## src/rtl/bit_addr_mem_if.sv

```systemverilog
// Request/response bus of the bit-addressable data memory.
// The requester drives the master side; bit_addr_mem takes the slave side.
interface bit_addr_mem_if #(
    parameter int DATAWIDTH = 8,
    parameter int ADDRWIDTH = 7
);
    localparam int BSELWIDTH = $clog2(DATAWIDTH);

    logic                 CS;
    logic                 RW;
    logic                 BIT;
    logic [ADDRWIDTH-1:0] addr;
    logic [BSELWIDTH-1:0] bsel;
    logic [DATAWIDTH-1:0] din;
    logic [DATAWIDTH-1:0] dout;
    logic                 bout;
    logic                 rvalid;
    logic                 busy;

    modport master (
        output CS, RW, BIT, addr, bsel, din,
        input  dout, bout, rvalid, busy
    );

    modport slave (
        input  CS, RW, BIT, addr, bsel, din,
        output dout, bout, rvalid, busy
    );
endinterface

```

## src/rtl/bit_addr_mem.sv

```systemverilog
// Single-port data memory with word/bit access, registered reads and a clear sequence after reset.
// Optional macro TRISTATE_EN: dout/bout float (z) outside the rvalid cycle.
module bit_addr_mem #(
    parameter int                 DATAWIDTH = 8,
    parameter int                 ADDRWIDTH = 7,
    parameter int                 DEPTH     = 2**ADDRWIDTH,
    parameter logic [DATAWIDTH-1:0] CLEAR_VAL = '0
) (
    input logic           clk,
    input logic           rst_n,
    bit_addr_mem_if.slave bus
);
    localparam int BSELWIDTH = $clog2(DATAWIDTH);
    localparam logic [ADDRWIDTH-1:0] LAST = ADDRWIDTH'(DEPTH - 1);

    typedef enum logic [1:0] {
        INIT,
        IDLE,
        RMW
    } state_t;

    state_t               state, state_nxt;
    logic [ADDRWIDTH-1:0] cnt, cnt_nxt;
    logic [ADDRWIDTH-1:0] addr_l;
    logic [BSELWIDTH-1:0] bsel_l;
    logic                 din_l;
    logic [DATAWIDTH-1:0] dout_r;
    logic                 bout_r;
    logic                 rvalid_r;

    logic [DATAWIDTH-1:0] mem [DEPTH];

    logic                 we;
    logic [ADDRWIDTH-1:0] waddr;
    logic [DATAWIDTH-1:0] wdata;
    logic [DATAWIDTH-1:0] rmw_word;
    logic                 rd_word;
    logic                 rd_bit;
    logic                 latch;

    always_comb begin
        state_nxt = state;
        cnt_nxt   = cnt;
        we        = 1'b0;
        waddr     = bus.addr;
        wdata     = bus.din;
        rd_word   = 1'b0;
        rd_bit    = 1'b0;
        latch     = 1'b0;
        rmw_word  = mem[addr_l];
        rmw_word[bsel_l] = din_l;

        unique case (state)
            INIT: begin
                we    = 1'b1;
                waddr = cnt;
                wdata = CLEAR_VAL;
                if (cnt == LAST) begin
                    state_nxt = IDLE;
                    cnt_nxt   = '0;
                end else begin
                    cnt_nxt = cnt + 1'b1;
                end
            end
            IDLE: begin
                if (!bus.CS) begin
                    unique case ({bus.RW, bus.BIT})
                        2'b00: we      = 1'b1;
                        2'b10: rd_word = 1'b1;
                        2'b11: rd_bit  = 1'b1;
                        2'b01: begin
                            latch     = 1'b1;
                            state_nxt = RMW;
                        end
                    endcase
                end
            end
            RMW: begin
                // Read-modify-write uses only the latched request; bus inputs are ignored here.
                we        = 1'b1;
                waddr     = addr_l;
                wdata     = rmw_word;
                state_nxt = IDLE;
            end
            default: state_nxt = INIT;
        endcase
    end

    always_ff @(posedge clk or negedge rst_n) begin
        if (!rst_n) begin
            state    <= INIT;
            cnt      <= '0;
            addr_l   <= '0;
            bsel_l   <= '0;
            din_l    <= 1'b0;
            dout_r   <= '0;
            bout_r   <= 1'b0;
            rvalid_r <= 1'b0;
        end else begin
            state    <= state_nxt;
            cnt      <= cnt_nxt;
            rvalid_r <= rd_word | rd_bit;
            if (latch) begin
                addr_l <= bus.addr;
                bsel_l <= bus.bsel;
                din_l  <= bus.din[0];
            end
            if (rd_word) dout_r <= mem[bus.addr];
            if (rd_bit)  bout_r <= mem[bus.addr][bus.bsel];
        end
    end

    always_ff @(posedge clk) begin
        if (we) mem[waddr] <= wdata;
    end

    assign bus.busy   = (state != IDLE);
    assign bus.rvalid = rvalid_r;

`ifdef TRISTATE_EN
    assign bus.dout = rvalid_r ? dout_r : 'z;
    assign bus.bout = rvalid_r ? bout_r : 1'bz;
`else
    assign bus.dout = dout_r;
    assign bus.bout = bout_r;
`endif
endmodule

```

## src/flat_wrapper.sv

```systemverilog
// flat-port wrapper written by rule: the top's interface ports become plain ports
module bit_addr_mem_flat 
#(
    parameter int                 DATAWIDTH = 8,
    parameter int                 ADDRWIDTH = 7,
    parameter int                 DEPTH     = 2**ADDRWIDTH,
    parameter logic [DATAWIDTH-1:0] CLEAR_VAL = '0
)
  (clk, rst_n, bus_CS, bus_RW, bus_BIT, bus_addr, bus_bsel, bus_din, bus_dout, bus_bout, bus_rvalid, bus_busy);
  bit_addr_mem_if #(.DATAWIDTH(DATAWIDTH), .ADDRWIDTH(ADDRWIDTH)) bus_i ();
  input logic clk;
  input logic rst_n;
  input wire logic [$bits(bus_i.CS)-1:0] bus_CS;
  input wire logic [$bits(bus_i.RW)-1:0] bus_RW;
  input wire logic [$bits(bus_i.BIT)-1:0] bus_BIT;
  input wire logic [$bits(bus_i.addr)-1:0] bus_addr;
  input wire logic [$bits(bus_i.bsel)-1:0] bus_bsel;
  input wire logic [$bits(bus_i.din)-1:0] bus_din;
  output wire logic [$bits(bus_i.dout)-1:0] bus_dout;
  output wire logic [$bits(bus_i.bout)-1:0] bus_bout;
  output wire logic [$bits(bus_i.rvalid)-1:0] bus_rvalid;
  output wire logic [$bits(bus_i.busy)-1:0] bus_busy;
  assign bus_i.CS = bus_CS;
  assign bus_i.RW = bus_RW;
  assign bus_i.BIT = bus_BIT;
  assign bus_i.addr = bus_addr;
  assign bus_i.bsel = bus_bsel;
  assign bus_i.din = bus_din;
  assign bus_dout = bus_i.dout;
  assign bus_bout = bus_i.bout;
  assign bus_rvalid = bus_i.rvalid;
  assign bus_busy = bus_i.busy;
  bit_addr_mem #(.DATAWIDTH(DATAWIDTH), .ADDRWIDTH(ADDRWIDTH), .DEPTH(DEPTH), .CLEAR_VAL(CLEAR_VAL)) u_core (.clk(clk), .rst_n(rst_n), .bus(bus_i));
endmodule
```

## config.mk

```make
export PLATFORM = sky130hd
export DESIGN_NAME = bit_addr_mem_flat
export DESIGN_NICKNAME = d
export VERILOG_FILES = /design/src/rtl/bit_addr_mem_if.sv /design/src/rtl/bit_addr_mem.sv /design/src/flat_wrapper.sv
export SDC_FILE = /design/constraint.sdc
export NUM_CORES = 1
export LEC_CHECK = 0
export BUFFER_PORTS_ARGS = -buffer_cell sky130_fd_sc_hd__buf_4
export CAP_MARGIN = 20
export CORE_ASPECT_RATIO = 1.75
export CORE_MARGIN = 2
export CORE_UTILIZATION = 50
export CTS_BUF_LIST = sky130_fd_sc_hd__clkbuf_8
export CTS_CLUSTER_SIZE = 40
export DETAILED_ROUTE_END_ITERATION = 10
export PLACE_DENSITY = 0.65
export SLEW_MARGIN = 0
export SYNTH_ARGS = -nofsm -noshare
export SYNTH_HDL_FRONTEND = slang
export SYNTH_SLANG_ARGS = --single-unit
```

## constraint.sdc

```tcl
create_clock -name clk -period 9.65 [get_ports clk]
set_input_delay 0.965 -clock clk [delete_from_list [all_inputs] [get_ports clk]]
set_output_delay 0.965 -clock clk [all_outputs]
set_load 0.03 [all_outputs]
```

==> impl_results.md, run 1 <==
* IO Pins at 34
* Largest family of logic cells by synthesized area: multiplexers
* Sequential cell area at 31,520 µm²
* Synth Register Bits at 1,054
* DR vias/cell at 6.952
* Reg clk slew, reported paths at 70 ps
* Worst-Skew Late Latency at 880 ps
* Worst vdd ir at 0.1813 mV
* Pre-CTS setup slack at 4155 ps
* Net load switching power at 4.004 mW
* Number of synthesized flops with an enable pin at 1,024
* Die area at 102,100 µm²
* Tcrit/Tclk final at 0.5478
* Final setup fails at 0
* Port Buffers at 33
* Die W at 242.4 µm
* First-pass GRT wire length at 220,700 µm
* Layout area overhead at 9.767%
* Starting DRT DRC Count at 4,090
* Tot Pwr at 12.45 mW
* Netlist cell types at 56
* Combinational Power Share at 0.274
* Main synth FF type: edfxtp_1
* WS Path Type: reg2reg
* Synthesized instance count at 2,600
* Final setup TNS at 0 ps
* Arrival time at the worst endpoint at 5750 ps
* Maxcap violations at 0
* Worst rel slew slack at 0.1528
* Post-synthesis simple-gate area fraction at 0.03543
* Setup bufs post-CTS at 0
* Hold crit path type: in2reg
* PD cells at 228.2 nW/µm²
* Synth area leaders: edfxtp_1 (62%), mux4_2 (24%), mux2i_1 (3.4%)
* CTS tree: done
* Asr flop ratio synth at 0.02846
* Die height at 421.1 µm
* RSZ-0062 raised after global routing: no
* Multi-input logic area at 17,310 µm²
* Row count at 153
* Fmax at 189.2 MHz
* Synth top area share at 0.6185
* Mux cell area share after synthesis at 0.2794
* Ratio of cells with drive above 1 in the final layout at 0.3193
* Final hold violation count at 0
* YS warnings at 0
* # clock sinks at 1,054
* Synth Area in Adders at 0.0002517
* Gpl congestion at 0.9394
* CTS max path bufs at 3
* # nets final at 2,711
* Total GRT Usage at 0.3113
* Worst-Margin Slew at 1267 ps
* Mapped Nets at 2,624
* Critical Path RT at 10,110 ps
* Largest net degree at the start of global routing at 129
* CTS Buf Count at 151
* Share of the yosys chip area belonging to registers at 0.6336
* Mapped Avg Cell Area at 19.12 µm²
* Initial antenna violation count at 6
* Reg power frac at 0.453
* Wire length per cell at 38.04 µm
* Post-DP HPWL at 102,800 µm
* Status: finished, final reports clean
* Vias at 28,630
* Setup WS post-layout at 4363 ps
* Post-Syn Area at 49,720 µm²
* P_int at 8.447 mW
* Fin crit period at 5287 ps
* Critical Path Source Type: flop
* Crit-path max FO at 53
* DRC viols at 0
* Pins over their slew limit at 0
* Post-Synth XOR/XNOR Area at 0.0008808
* Number of global-route vias before repair at 29,750
* Static Leakage at 17.44 nW
* Core Region at 98,970 µm²
* Routed Antenna Nets at 0
* FILL cells at 7,535
* Number of H-tree levels at 4
* Routed WL at 156,700 µm
* Most instantiated library cell after synthesis: edfxtp_1
* Dominant cell type by area after synthesis: edfxtp_1
* CP Capture Type: flop
* Clock group share of total power at 0.273
* First-pass detailed-route iteration total at 6
* Synth Area in Compound Gates at 0.03060
* Skew final at 42.08 ps
* Grt total ovfl at 0
* Commonest cells post-synth: edfxtp_1 (1,024), mux4_2 (538), mux2i_1 (167), nor2_1 (167), nand2_1 (121)
* Clk root buf: clkbuf_8
* Initial cell density of the core at 0.5023
* Sw Share at 0.3216
-- routing by layer --
layer,vias up,global-route usage,part of all wire
met2,1769,0.5211,0.51
met5,-,0,0.00019
li1,11260,-,-
met1,15060,0.3480,0.32
met3,539,0.06258,0.081
met4,4,0.2453,0.096
-- per-stage QoR --
| step | instances | utilization | hold WS (ps) | area (µm²) |
|---|---|---|---|---|
| 2_1_floorplan | 2600 | - | 466.2 | 49720 |
| 3_3_place_gp | 3809 | 0.5180 | 485.4 | 51260 |
| 3_5_place_dp | 3832 | 0.5208 | 498.8 | 51550 |
| 4_1_cts | 4099 | 0.5490 | 255.4 | 54340 |
| 5_1_grt | 4118 | 0.5514 | 307.1 | 54570 |
| 6_report | 4119 | 0.5514 | 346.4 | 54570 |
-- area by class of cell --
class / count / area share
diodes: 2 / 0.00009171
clock buffers: 156 / 0.03934
clock inverters: 110 / 0.01165
inverters: 6 / 0.0004127
multi-input cells: 1340 / 0.3172
flip-flops and latches: 1054 / 0.5775
well taps: 1317 / 0.03019
repair buffers: 134 / 0.02366
-- power groups by stage --
stage | sequential [mW] | combinational [mW] | clock [mW]
after detailed placement | 5.73 | 3.35 | 0
after global placement | 5.72 | 3.30 | 0
after global routing | 5.66 | 3.49 | 3.61
after floorplan | 5.60 | 2.20 | 0
final | 5.64 | 3.41 | 3.40
after CTS | 5.64 | 3.35 | 3.44
-- flip-flops by register name, indices dropped and copies added, names as in the netlist --
signal	count
u_core.state	2
u_core.cnt	7
u_core.mem	1024
u_core.din_l	1
u_core.addr_l	7
u_core.bus.rvalid	1
u_core.bus.dout	8
u_core.bsel_l	3
u_core.bus.bout	1
-- cells in the final DEF (no fill, tap or decap), drive strengths merged, types with 5 or more instances in the layout --
| cell type | count |
|---|---|
| a22o | 8 |
| nand2b | 11 |
| bufinv | 6 |
| edfxtp | 1024 |
| a21oi | 33 |
| nand3 | 38 |
| a22oi | 61 |
| o22ai | 24 |
| nor3 | 8 |
| o211ai | 7 |
| nor2b | 16 |
| a211oi | 8 |
| clkinvlp | 10 |
| mux2i | 167 |
| nand4 | 10 |
| o21ai | 29 |
| clkinv | 52 |
| buf | 133 |
| nor4 | 8 |
| nand3b | 6 |
| inv | 48 |
| dfrtp | 30 |
| o21a | 6 |
| a221oi | 10 |
| nand2 | 121 |
| nor2 | 167 |
| and2 | 5 |
| o221ai | 10 |
| clkbuf | 156 |
| mux4 | 538 |
| mux2 | 9 |
-- worst max-delay path: stages, from the launching register on --
cell,delay [ps]
dfrtp_4,720
buf_4,490
mux2i_1,290
nor2_1,70
a21oi_1,590
nor2b_1,340
nand3_1,960
nor2_1,1310
-- path summary, 6_finish.rpt --
| path | from | end | slack, ps | cells past startpoint |
|---|---|---|---|---|
| min reg2reg | u_core.cnt[4]$_DFFE_PN0N_ | u_core.cnt[4]$_DFFE_PN0N_ | 510 | 1 |
| max reg2reg | u_core.addr_l[1]$_DFFE_PN0P_ | u_core.mem[124][2]$_DFFE_PP_ | 4360 | 7 |
| max | u_core.addr_l[1]$_DFFE_PN0P_ | u_core.mem[124][2]$_DFFE_PP_ | 4360 | 7 |
| max in group asynchronous | rst_n | u_core.addr_l[1]$_DFFE_PN0P_ | 8620 | 2 |
| min in group asynchronous | rst_n | u_core.bus.dout[3]$_DFFE_PN0P_ | 590 | 2 |
| min | bus_CS | u_core.bus.rvalid$_DFF_PN0_ | 350 | 2 |
-- what timing repair did --
action / 4_1_cts / 5_1_grt
hold endpoints to repair: 5 / 0
hold buffers: 1 / 0
resized for setup: 0 / 0
-- cells by family after synthesis --
group,after synthesis
buf+inv,206
simple gates,401
compound gates,219
xor+xnor,5
flops,1054
mux,714
fa+ha+maj,1
Power figures use the tool's default switching activity.
==> run 2, diff against run 1 <==
- PLACE_DENSITY: 0.65 -> 0.68
- clock period: 9.65 -> 4.3 ns (I/O delays scaled with it)
==> run 2 against run 1 <==
Clock power rose by 120%. Critical path depth rose by 2. Global-route usage rose by 1.1 points. Fmax rose by 23%. Worst hold slack got worse by 280 ps.
==> impl_results.md, run 2 (synthesized netlist as in run 1, its figures left out) <==
* Status: finished, final reports clean
* Ratio of cells with drive above 1 in the final layout at 0.3555
* # clock sinks at 1,054
* RSZ-0062 raised after global routing: no
* Final setup TNS at 0 ps
* Sequential cell area at 31,520 µm²
* IO Pins at 34
* Cell Count, Final, Fillers Out at 4,310
* CTS tree: done
* Largest net degree at the start of global routing at 129
* First-pass detailed-route iteration total at 6
* Fmax at 233.0 MHz
* Pre-CTS setup slack at -8.734 ps
* Final setup fails at 0
* Worst rel slew slack at 0.2959
* WS Path Type: reg2reg
* CP Capture Type: flop
* Max layer used: met5
* Post-DP HPWL at 108,500 µm
* Arrival time at the worst endpoint at 4780 ps
* FILL cells at 7,354
* Critical Path RT at 4790 ps
* Vias at 29,740
* CTS Buf Count at 147
* Gpl congestion at 0.9462
* Skew final at 29.39 ps
* Fin crit period at 4293 ps
* Routed WL at 162,600 µm
* Worst-Skew Late Latency at 850 ps
* Starting DRT DRC Count at 3,725
* Worst-Margin Slew at 1054 ps
* Dpl cell area at 53,310 µm²
* Worst vdd ir at 0.3429 mV
* Initial cell density of the core at 0.5023
* Grt total ovfl at 0
* Tot Pwr at 28.20 mW
* Layout area overhead at 12.99%
* Tcrit/Tclk final at 0.9983
* Setup WS post-layout at 7.490 ps
* Critical Path Source Type: flop
* Reg clk slew, reported paths at 70 ps
* Hold crit path type: in2async
* Static Leakage at 18.41 nW
* WL met2 at 80,960 µm
* Most common cell after layout, fill and taps aside: edfxtp_1
* Initial antenna violation count at 9
* Number of global-route vias before repair at 30,700
* Max FFs per register at 1,024
* Final hold slack at 66.72 ps
* Routed Antenna Nets at 0
* DR vias/cell at 6.901
* First-pass GRT wire length at 227,100 µm
* Pins over their slew limit at 0
* DRC viols at 0
* PD cells at 502.1 nW/µm²
* Die height at 421.1 µm
* Final hold violation count at 0
* Clk root buf: clkbuf_8
* Placed cells at 4,023
* Met3 Routed Length at 12,960 µm
* Biggest register: u_core.mem
* Core Region at 98,970 µm²
* CTS max path bufs at 3
* Die area at 102,100 µm²
* Wire length per cell at 37.71 µm
* Row count at 153
* Die W at 242.4 µm
* Multi-input logic area at 17,310 µm²
* Port Buffers at 33
* Maxcap violations at 0
* Crit-path max FO at 64
* Post-route cell area at 56,170 µm²
* Final core utilization at 0.5676
* Most frequent cells in the layout: edfxtp_1 (1,024), mux4_2 (538), buf_4 (264)
* Number of H-tree levels at 4
* Total GRT Usage at 0.3219
* # nets final at 2,890
* Wl on met1 at 52,590 µm
run 2: routing by layer:
| metal | GRT usage | up-vias |
|---|---|---|
| met2 | 0.5273 | 1932 |
| met4 | 0.2741 | 2 |
| li1 | - | 11610 |
| met3 | 0.06118 | 521 |
| met5 | 0 | - |
| met1 | 0.3645 | 15670 |
run 2: final cells by class:
class / count / share of cell area
clock inverter: 106 / 0.01056
sequential: 1054 / 0.5610
inverter: 6 / 0.0004009
clock buffer: 153 / 0.03749
multi-input combinational: 1340 / 0.3082
antenna: 17 / 0.0007573
tap: 1317 / 0.02933
timing repair buffer: 317 / 0.05221
run 2: what timing repair did:
item                                    in CTS  in global routing
buffers inserted                             1                  0
hold buffers                                10                  0
gates resized for setup                      0                  0
endpoints found under the hold margin       38                  0
endpoints found under the setup margin      40                  0
run 2: worst paths after layout:
path	startpoint	slack, ps	end	depth (start not counted)
max	u_core.addr_l[1]$_DFFE_PN0P_	7	u_core.mem[13][6]$_DFFE_PP_	9
min	rst_n	70	u_core.bus.dout[0]$_DFFE_PN0P_	2
max reg2reg	u_core.addr_l[1]$_DFFE_PN0P_	7	u_core.mem[13][6]$_DFFE_PP_	9
min reg2reg	u_core.bus.dout[5]$_DFFE_PN0P_	520	u_core.bus.dout[5]$_DFFE_PN0P_	1
max in group asynchronous	rst_n	3850	u_core.addr_l[0]$_DFFE_PN0P_	2
min in group clk	bus_BIT	100	u_core.bus.dout[0]$_DFFE_PN0P_	4
run 2: critical path: stages (launching register included):
cell	delay, ps
dfrtp_4	750
buf_12	320
buf_4	280
mux4_2	360
mux4_2	610
mux4_2	510
mux2i_1	380
a21oi_1	160
a21o_4	230
buf_12	160
run 2: power by group:
part           internal (mW)  leakage [nW]  switching, mW
Combinational           3.51          7.12           4.74
Clock                   3.65          1.51           3.78
Sequential              12.1          9.79          0.451
